$ cat config.mk
export PLATFORM = sky130hd
export DESIGN_NAME = kmi_rx_fifo
export DESIGN_NICKNAME = d
export VERILOG_FILES = /design/src/rtl/kmi_rx_fifo.sv
export SDC_FILE = /design/constraint.sdc
export NUM_CORES = 1
export LEC_CHECK = 0
export CAP_MARGIN = 25
export CORE_MARGIN = 3
export CORE_UTILIZATION = 50
export DETAILED_ROUTE_END_ITERATION = 10
export GPL_TIMING_DRIVEN = 1
export PLACE_DENSITY = 0.8
export SLEW_MARGIN = 20
export SYNTH_ARGS = -nofsm -noshare
export SYNTH_HDL_FRONTEND = slang
export SYNTH_SLANG_ARGS = --single-unit
$ cat constraint.sdc
create_clock -name pclk -period 2.5 [get_ports pclk]
set_input_delay 0.375 -clock pclk [delete_from_list [all_inputs] [get_ports pclk]]
set_output_delay 0.375 -clock pclk [all_outputs]
set_load 0.05 [all_outputs]
$ cat src/rtl/kmi_rx_fifo.sv
// rtl/kmi_rx_fifo.sv - KMI receive FIFO with APB register access and level interrupt
//
// Purpose:
//   Buffers bytes completed by the KMI deserialiser (with their parity-error
//   flag) in a DEPTH-entry FIFO. The processor drains it over APB. A level
//   interrupt signals that unread data or an overrun is pending.
//
// Ports:
//   pclk      - APB clock, sole clock of the block
//   kmirst    - asynchronous active-high reset
//   rx_valid  - one-cycle pulse: rx_data/rx_perr hold a completed byte
//   rx_data   - received byte
//   rx_perr   - parity error flag for rx_data
//   psel      - APB select
//   penable   - APB enable
//   pwrite    - APB direction, 1 = write
//   paddr     - register select: 0 DATA, 1 STATUS, 2 CTRL, 3 reserved
//   pwdata    - APB write data
//   prdata    - APB read data (combinational while psel=1, else 8'h00)
//   pready    - APB ready, registered, one wait state
//   kmiintr   - registered level interrupt: rxie & (~empty | overrun)
//
// Build option:
//   KMI_RX_PERR_DROP_EN - when defined, bytes arriving with rx_perr=1 are
//   discarded instead of stored, and STATUS[2] always reads 0.

module kmi_rx_fifo #(
    parameter int DEPTH = 8,
    localparam int AW   = $clog2(DEPTH)
) (
    input  logic       pclk,
    input  logic       kmirst,
    input  logic       rx_valid,
    input  logic [7:0] rx_data,
    input  logic       rx_perr,
    input  logic       psel,
    input  logic       penable,
    input  logic       pwrite,
    input  logic [1:0] paddr,
    input  logic [7:0] pwdata,
    output logic [7:0] prdata,
    output logic       pready,
    output logic       kmiintr
);

    localparam logic [1:0] ADDR_DATA   = 2'd0;
    localparam logic [1:0] ADDR_STATUS = 2'd1;
    localparam logic [1:0] ADDR_CTRL   = 2'd2;

    localparam logic [AW:0] COUNT_FULL = (AW+1)'(DEPTH);

    // Storage: {perr, data} per entry
    logic [8:0]    mem [DEPTH];
    logic [AW-1:0] wptr;
    logic [AW-1:0] rptr;
    logic [AW:0]   count;

    logic rxie;
    logic overrun;
    logic access_done;

    logic empty;
    logic full;
    logic xfer;
    logic pop;
    logic push;
    logic rx_keep;
    logic drop;
    logic ctrl_wr;
    logic flush;
    logic ovr_clr;
    logic [8:0] head;
    logic       head_perr;

    // Bits of pwdata that have no register field behind them
    logic unused_pwdata;
    assign unused_pwdata = &{1'b0, pwdata[7:3]};

    assign empty = (count == '0);
    assign full  = (count == COUNT_FULL);
    assign head  = mem[rptr];

`ifdef KMI_RX_PERR_DROP_EN
    assign rx_keep   = rx_valid & ~rx_perr;
    assign head_perr = 1'b0;
`else
    assign rx_keep   = rx_valid;
    assign head_perr = ~empty & head[8];
`endif

    // A transfer completes exactly once: the first edge where pready is high,
    // guarded by access_done until penable drops.
    assign xfer    = psel & penable & pready & ~access_done;
    assign pop     = xfer & ~pwrite & (paddr == ADDR_DATA) & ~empty;
    assign ctrl_wr = xfer & pwrite & (paddr == ADDR_CTRL);
    assign flush   = ctrl_wr & pwdata[1];
    assign ovr_clr = ctrl_wr & pwdata[2];

    // A pop on the same edge frees a slot, so a full FIFO can still accept.
    assign push = rx_keep & (~full | pop);
    assign drop = rx_keep & full & ~pop;

    // APB handshake: pready follows the access phase by one cycle
    always_ff @(posedge pclk or posedge kmirst) begin
        if (kmirst) begin
            pready      <= 1'b0;
            access_done <= 1'b0;
        end else begin
            pready <= psel & penable;
            if (!penable) begin
                access_done <= 1'b0;
            end else if (xfer) begin
                access_done <= 1'b1;
            end
        end
    end

    // Pointers and count; flush overrides any push or pop on the same edge
    always_ff @(posedge pclk or posedge kmirst) begin
        if (kmirst) begin
            wptr  <= '0;
            rptr  <= '0;
            count <= '0;
        end else if (flush) begin
            wptr  <= '0;
            rptr  <= '0;
            count <= '0;
        end else begin
            if (push) begin
                wptr <= wptr + AW'(1);
            end
            if (pop) begin
                rptr <= rptr + AW'(1);
            end
            case ({push, pop})
                2'b10:   count <= count + (AW+1)'(1);
                2'b01:   count <= count - (AW+1)'(1);
                default: count <= count;
            endcase
        end
    end

    // Entry storage carries no reset; validity is tracked by count
    always_ff @(posedge pclk) begin
        if (push && !flush) begin
            mem[wptr] <= {rx_perr, rx_data};
        end
    end

    // Control and sticky status; a new overrun beats a clear on the same edge
    always_ff @(posedge pclk or posedge kmirst) begin
        if (kmirst) begin
            rxie    <= 1'b0;
            overrun <= 1'b0;
        end else begin
            if (ctrl_wr) begin
                rxie <= pwdata[0];
            end
            if (drop) begin
                overrun <= 1'b1;
            end else if (ovr_clr) begin
                overrun <= 1'b0;
            end
        end
    end

    always_ff @(posedge pclk or posedge kmirst) begin
        if (kmirst) begin
            kmiintr <= 1'b0;
        end else begin
            kmiintr <= rxie & (~empty | overrun);
        end
    end

    always_comb begin
        prdata = 8'h00;
        if (psel) begin
            case (paddr)
                ADDR_DATA:   prdata = empty ? 8'h00 : head[7:0];
                ADDR_STATUS: prdata = {4'(count), overrun, head_perr, full, empty};
                ADDR_CTRL:   prdata = {7'b0, rxie};
                default:     prdata = 8'h00;
            endcase
        end
    end

endmodule

==> results of run 1 <==
==> through the flow <==
stage	instances	hold WS, ns
global placement	360	0.4941
floorplan	225	0.2765
detailed placement	360	0.4994
finish	378	0.4127
global route	378	0.4501
CTS	376	0.4378
==> cell type report <==
cell class	count	area (um2)	share of cell area
well taps	96	120.1	0.02651
inverters	3	11.26	0.002485
repair buffers	54	488.0	0.1077
clock inverters	6	80.08	0.01767
multi-input cells	122	1164	0.2568
clock buffers	10	127.6	0.02817
flip-flops and latches	87	2540	0.5606
==> worst max-delay path: cells and delay by family, from the launching register on <==
family                 cells  cell delay, ns
multiplexers               2            1.05
flip-flops                 1            0.50
AND/OR/NAND/NOR            1            0.20
buffers and inverters      1            0.15
==> registers in the layout, indices dropped and copies added, names as in the netlist <==
signal       cells
rxie             1
rptr             3
kmiintr          1
access_done      1
overrun          1
wptr             3
count            4
pready           1
mem             72
==> cells in the mapped netlist (6+ instances only) <==
cell and n:
mux2i_1 15, nand2_1 19, o21ai_0 8, nor2_1 8
mux4_2 19, nand2b_1 7, dfrtp_1 15, clkbuf_1 6
edfxtp_1 72
==> worst max-delay path by stage <==
| stage | slack (ns) | cells past startpoint | start | endpoint |
|---|---|---|---|---|
| 4_1_cts | -0.13 | 4 | rptr[0] | prdata[2] |
| 6_report | -0.12 | 4 | rptr[0] | prdata[2] |
| 5_1_grt | -0.18 | 6 | rptr[0] | prdata[7] |
| 2_1_floorplan | -0.27 | 5 | pready | mem[1][0] |
| 3_5_place_dp | 0.06 | 6 | psel | mem[3][7] |
| 3_3_place_gp | 0.11 | 6 | penable | mem[4][7] |
==> power breakdown <==
part           switching [mW]  total [mW]  leakage, nW  internal [mW]
sequential              0.182        2.01        0.838           1.83
clock                   0.521       0.998       0.0998          0.477
combinational           0.514        1.03        0.673          0.512
total                    1.22        4.04         1.61           2.82
==> cell families (layout without fill, tap and decap cells) <==
group	after synthesis	after routing	synth area share
DFF	87	87	0.6805
and+or+nand+nor	61	61	0.08994
muxes	36	36	0.1611
AOI/OAI and AO/OA	19	19	0.03020
buffers and inverters	16	73	0.02114
adders and majority gates	3	3	0.01007
xor gates and xnor gates	3	3	0.007048
==> layer usage <==
metal	GRT usage	wire, um	up-vias	part of all wire
met1	0.2594	3117	1063	0.42
met4	0.08045	138	0	0.019
met2	0.2937	3694	67	0.50
li1	-	-	982	-
met5	0	0	-	0
met3	0.05037	501	11	0.067
==> repair_timing <==
action / in CTS / in global routing
pin swaps: 0 / 1
gates resized for setup: 3 / 14
hold endpoints to repair: 0 / 0
cloned: 0 / 0
endpoints found under the setup margin: 8 / 8
buffers inserted: 0 / 2
==> summary.txt, run 1 <==
Outcome
  • Status: finished, violations left
  • Failing checks: setup timing

Timing
  • Worst-Margin Slew: 0.6479 ns
  • Fmax: 381.7 MHz
  • Tcrit/Tclk final: 1.048
  • Fin. Hold Viols: 0
  • Relative slew slack: 0.5676
  • Final-report max-slew violation count: 0
  • Final Setup Violations: 3
  • RSZ-0062 raised after global routing: yes
  • Crit path time final: 2.620 ns
  • Setup_tns: -0.2098 ns
  • Setup ws final: -0.1200 ns
  • Worst Skew: 0.009797 ns

Floorplanning
  • I/O pins: 35
  • Die W: 92.36 um
  • Die area: 0.008529 mm2
  • Row cnt: 30
  • Die Height: 92.36 um
  • Starting density of the core: 0.5312
  • Core area: 0.007019 mm2

Synth
  • Synthesized instance count: 225
  • FFs w/ async S/R, synth: 0.1724
  • Yosys warning total: 0
  • Mapped Nets: 253
  • Avg Cell Area, Syn: 16.57 um2
  • Top_reg_cell synth: edfxtp_1
  • Post-synthesis sequential area ratio: 0.6805
  • Yosys top cell area share: 0.5799
  • Register bit total from synthesis: 87
  • Post-synth top area cell: edfxtp_1
  • Synth area leaders: edfxtp_1, mux4_2, dfrtp_1
  • Cell variety after synth: 39
  • Post-synth EDFFs: 72
  • Post-synth design cell area: 0.003729 mm2

Drt
  • Via count: 2123
  • Post-route ant nets: 0
  • Routed len/inst: 19.71 um
  • DR pass1 iterations: 4
  • Initial DRC count: 162
  • WL final: 7.451 mm
  • Vias per cell: 5.616
  • # DRC: 0

Placement
  • Placed Area: 0.004248 mm2
  • Port-buffer cells: 29
  • Routability cong.: 0.8205
  • DP HPWL: 4.922 mm
  • Place WS: 0.06105 ns

Critical path
  • Worst EP arrival: 2.24 ns
  • Startpoint Class: flip-flop
  • Worst path slowest cell: mux4_2
  • Reg2reg start: count[3]
  • Crit end category: output pin
  • R2R Path End: mem[6][8]
  • Critical Path RT: 2.12 ns
  • FF-to-FF setup slack: 0.23 ns
  • Most frequent CP cell: mux4_2
  • Crit Path Category: flip-flop to output pin
  • Reg2Reg Depth: 5
  • CP max stage delay: 0.55 ns
  • CP Cell Sequence: mux4_2 > mux4_2 > and3_4 > buf_6
  • Worst-path fanout max: 7

Clocking
  • H-Tree Depth: 3
  • Reg clk slew, reported paths: 0.09 ns
  • Clock Tree Root: clkbuf_8
  • Clock Sinks: 87
  • CTS tree: done
  • TritonCTS buffer count: 9
  • Hold-fix buffers at CTS: 0
  • Worst skew pair latency: 0.36 ns
  • CTS Buffer Depth: 2

Finish
  • Most frequent cells in the layout: edfxtp_1, buf_4, clkdlybuf4s50_1, nand2_1, mux4_2
  • Util after Layout: 0.6455
  • Fin nets: 305
  • Final instance area: 0.004531 mm2
  • Diodes inserted: 0
  • Most common cell after layout, fill and taps aside: edfxtp_1
  • Layout cells sized above 1: 0.2943
  • P&R area growth vs syn: 21.51%
  • # fillers: 496

Global route
  • First-pass GRT wire length: 11.90 mm
  • Initial antenna violation count: 0
  • Total track usage: 0.1909
  • Grt total ovfl: 0
  • Vias in the first global route: 2193
  • Pin count of the biggest net entering global routing: 17

Run
  • Max cap viols: 0

Pwr
  • Pwr Density: 891.2 mW/mm2
  • LEAKAGE: 1.611 nW
  • Overall power: 4.038 mW
  • Maximum vdd ir drop: 0.4924 mV

Min path
  • Worst Hold Class: input pin to async pin
Note: power is estimated with default switching activity, not from simulation.
==> run 2, diff against run 1 <==
--- a/config.mk
+++ b/config.mk
@@ -6,6 +6,7 @@
 export NUM_CORES = 1
 export LEC_CHECK = 0
 export CAP_MARGIN = 25
+export CORE_ASPECT_RATIO = 1.75
 export CORE_MARGIN = 3
 export CORE_UTILIZATION = 50
 export DETAILED_ROUTE_END_ITERATION = 10
==> run 2 against run 1 <==
Net effect:
- the run still ends with setup timing left
- combinational power about the same
- largest power group unchanged
- setup slack better by 0.035 ns
- highest routed layer unchanged
- critical path type unchanged
- via count up 0.42%
==> summary.txt, run 2 (synthesis results as in run 1) <==
Floorplanning
  • I/O pins: 35 (unchanged)
  • Starting density of the core: 0.5155 (-0.01571)
  • Row cnt: 41 (+37%)
  • Die Height: 120.2 um (+30%)
  • Core area: 0.007233 mm2 (+3.0%)
  • Die W: 71.28 um (-23%)
  • Die area: 0.008570 mm2 (+0.48%)

Timing
  • Worst-Margin Slew: 0.6289 ns (-0.01897 ns)
  • Worst Skew: 0.006097 ns (-0.003700 ns)
  • Final Setup Violations: 2 (-1)
  • Crit path time final: 2.585 ns (-0.03525 ns)
  • Fmax: 386.9 MHz (+1.4%)
  • Final-report max-slew violation count: 0 (unchanged)
  • Tcrit/Tclk final: 1.034 (-0.01410)
  • Fin. Hold Viols: 0 (unchanged)
  • Relative slew slack: 0.5803 (+0.01266)
  • RSZ-0062 raised after global routing: yes
  • Setup_tns: -0.08701 ns (+0.1228 ns)
  • Setup ws final: -0.08475 ns (+0.03525 ns)

Finish
  • # fillers: 510 (+2.8%)
  • P&R area growth vs syn: 22.68%
  • Number of flip-flops in the largest register: 72 (unchanged)
  • Layout cells sized above 1: 0.2766 (-0.01773)
  • Reg area: 0.002539 mm2 (about the same)
  • Biggest register: mem
  • Fin nets: 305 (unchanged)
  • Area of the multi-input gates: 0.001152 mm2 (-0.97%)
  • Most common cell after layout, fill and taps aside: edfxtp_1
  • Final instance area: 0.004574 mm2 (+0.97%)
  • Diodes inserted: 0 (unchanged)
  • Most frequent cells in the layout: edfxtp_1, buf_4, clkdlybuf4s50_1, nand2_1, mux4_2
  • Largest registers: mem: 72 flops, count: 4 flops

Outcome
  • Status: finished, violations left
  • Failing checks: setup timing

Placement
  • Routability cong.: 0.7887 (-3.9%)
  • Port-buffer cells: 29 (unchanged)
  • DP HPWL: 4.966 mm (+0.91%)
  • Placed Area: 0.004213 mm2 (-0.82%)

Pwr
  • Pwr Density: 927.6 mW/mm2 (+4.1%)
  • Maximum vdd ir drop: 0.6877 mV (+40%)
  • LEAKAGE: 1.642 nW (+1.9%)

Drt
  • Post-route ant nets: 0 (unchanged)
  • Initial DRC count: 140 (-14%)
  • DR pass1 iterations: 4 (unchanged)
  • Routed len/inst: 20.02 um (+1.6%)
  • # DRC: 0 (unchanged)
  • Via count: 2132 (+0.42%)
  • WL final: 7.367 mm (-1.1%)
  • Vias per cell: 5.793 (+3.2%)

Clocking
  • Hold-fix buffers at CTS: 0 (unchanged)
  • H-Tree Depth: 3 (unchanged)
  • CTS tree: done
  • TritonCTS buffer count: 9 (unchanged)
  • Clock Sinks: 87 (unchanged)
  • Clock Tree Root: clkbuf_16
  • CTS Buffer Depth: 2 (unchanged)
  • Reg clk slew, reported paths: 0.06 ns (-0.03 ns)
  • Worst skew pair latency: 0.33 ns (-0.03 ns)

Global route
  • Vias in the first global route: 2232 (+1.8%)
  • First-pass GRT wire length: 11.56 mm (-2.8%)
  • Total track usage: 0.1851 (-0.005752)
  • Pin count of the biggest net entering global routing: 16 (-1)
  • Grt total ovfl: 0 (unchanged)
  • Initial antenna violation count: 0 (unchanged)

Critical path
  • CP Cell Sequence: mux4_2 > mux4_2 > and3_4 > buf_6
  • Startpoint Class: flip-flop
  • Crit end category: output pin
  • Reg2Reg Depth: 5 (unchanged)
  • Most frequent CP cell: mux4_2
  • Worst EP arrival: 2.21 ns (-0.03 ns)
  • Worst path slowest cell: mux4_2
  • CP max stage delay: 0.55 ns (about the same)
  • Crit Path Category: flip-flop to output pin
  • Worst-path fanout max: 8 (+1)
  • Critical Path RT: 2.12 ns (about the same)

Run
  • Max cap viols: 0 (unchanged)

Min path
  • Worst Hold Class: input pin to async pin
run 2: changes by cell type in the layout (fill, tap and decap cells not counted), sizes merged:
| cell | delta |
|---|---|
| clkbuf | +3 |
| inv | -1 |
| buf | -1 |
| bufinv | -1 |
run 2: report_power, final:
part	internal, mW	total [mW]	leakage (nW)	switching, mW
clock network	0.694	1.18	0.132	0.490
registers	1.84	2.01	0.839	0.171
logic	0.524	1.05	0.670	0.529
run 2: worst max-delay path: cells and delay by family, from the launching register on:
| family | cells | cell delay [ns] |
|---|---|---|
| buffers and inverters | 1 | 0.15 |
| DFF | 1 | 0.50 |
| and+or+nand+nor | 1 | 0.20 |
| muxes | 2 | 1.03 |
run 2: what timing repair did:
| item | 4_1_cts | 5_1_grt |
|---|---|---|
| buffers inserted | 1 | 3 |
| endpoints found under the setup margin | 8 | 14 |
| cloned | 0 | 1 |
| gates resized for setup | 4 | 6 |
run 2: path summary, 6_finish.rpt:
kind | start | to | slack (ns)
worst min-delay path | kmirst | rptr[2] | 0.43
worst max-delay path | rptr[0] | prdata[2] | -0.08
max in group asynchronous | kmirst | rptr[0] | 1.63
min in group pclk | rxie | kmiintr | 0.52
worst max register to register | count[2] | mem[5][3] | 0.24
worst min register to register | rxie | kmiintr | 0.52
run 2: stage by stage:
stage            util  setup WS, ns  cells  hold WS [ns]  power (mW)
5_1_grt        0.6324       -0.1362    368        0.4894       4.446
3_3_place_gp   0.5824       0.08748    347        0.4970       2.937
2_1_floorplan       -       -0.2743    225        0.2765       2.663
3_5_place_dp   0.5824      0.008321    347        0.5135       2.991
6_report       0.6324      -0.08475    368        0.4279       4.243
4_1_cts        0.6226       -0.1012    364        0.4404       4.195
run 2: final cells by class:
type / count / area share
Clock buffer: 12 / 0.05388
Clock inverter: 4 / 0.004923
Inverter: 3 / 0.002462
Multi-Input combinational cell: 122 / 0.2519
Sequential cell: 87 / 0.5550
Tap cell: 86 / 0.02352
Timing Repair Buffer: 54 / 0.1083
run 2: layer usage:
metal / global-route usage / share of wire / vias up
li1: - / - / 982
met1: 0.2169 / 0.39 / 1091
met2: 0.3134 / 0.55 / 47
met3: 0.04493 / 0.036 / 12
met4: 0.09059 / 0.024 / 0
met5: 0 / 0 / -
==> run 3, diff against run 2 <==
--- a/config.mk
+++ b/config.mk
@@ -12,7 +12,7 @@
 export DETAILED_ROUTE_END_ITERATION = 10
 export GPL_TIMING_DRIVEN = 1
 export PLACE_DENSITY = 0.8
-export SLEW_MARGIN = 20
+export SLEW_MARGIN = 15
 export SYNTH_ARGS = -nofsm -noshare
 export SYNTH_HDL_FRONTEND = slang
 export SYNTH_SLANG_ARGS = --single-unit
==> results of run 3 <==
No change in the layout: final DEF, timing and power equal those of run 2.
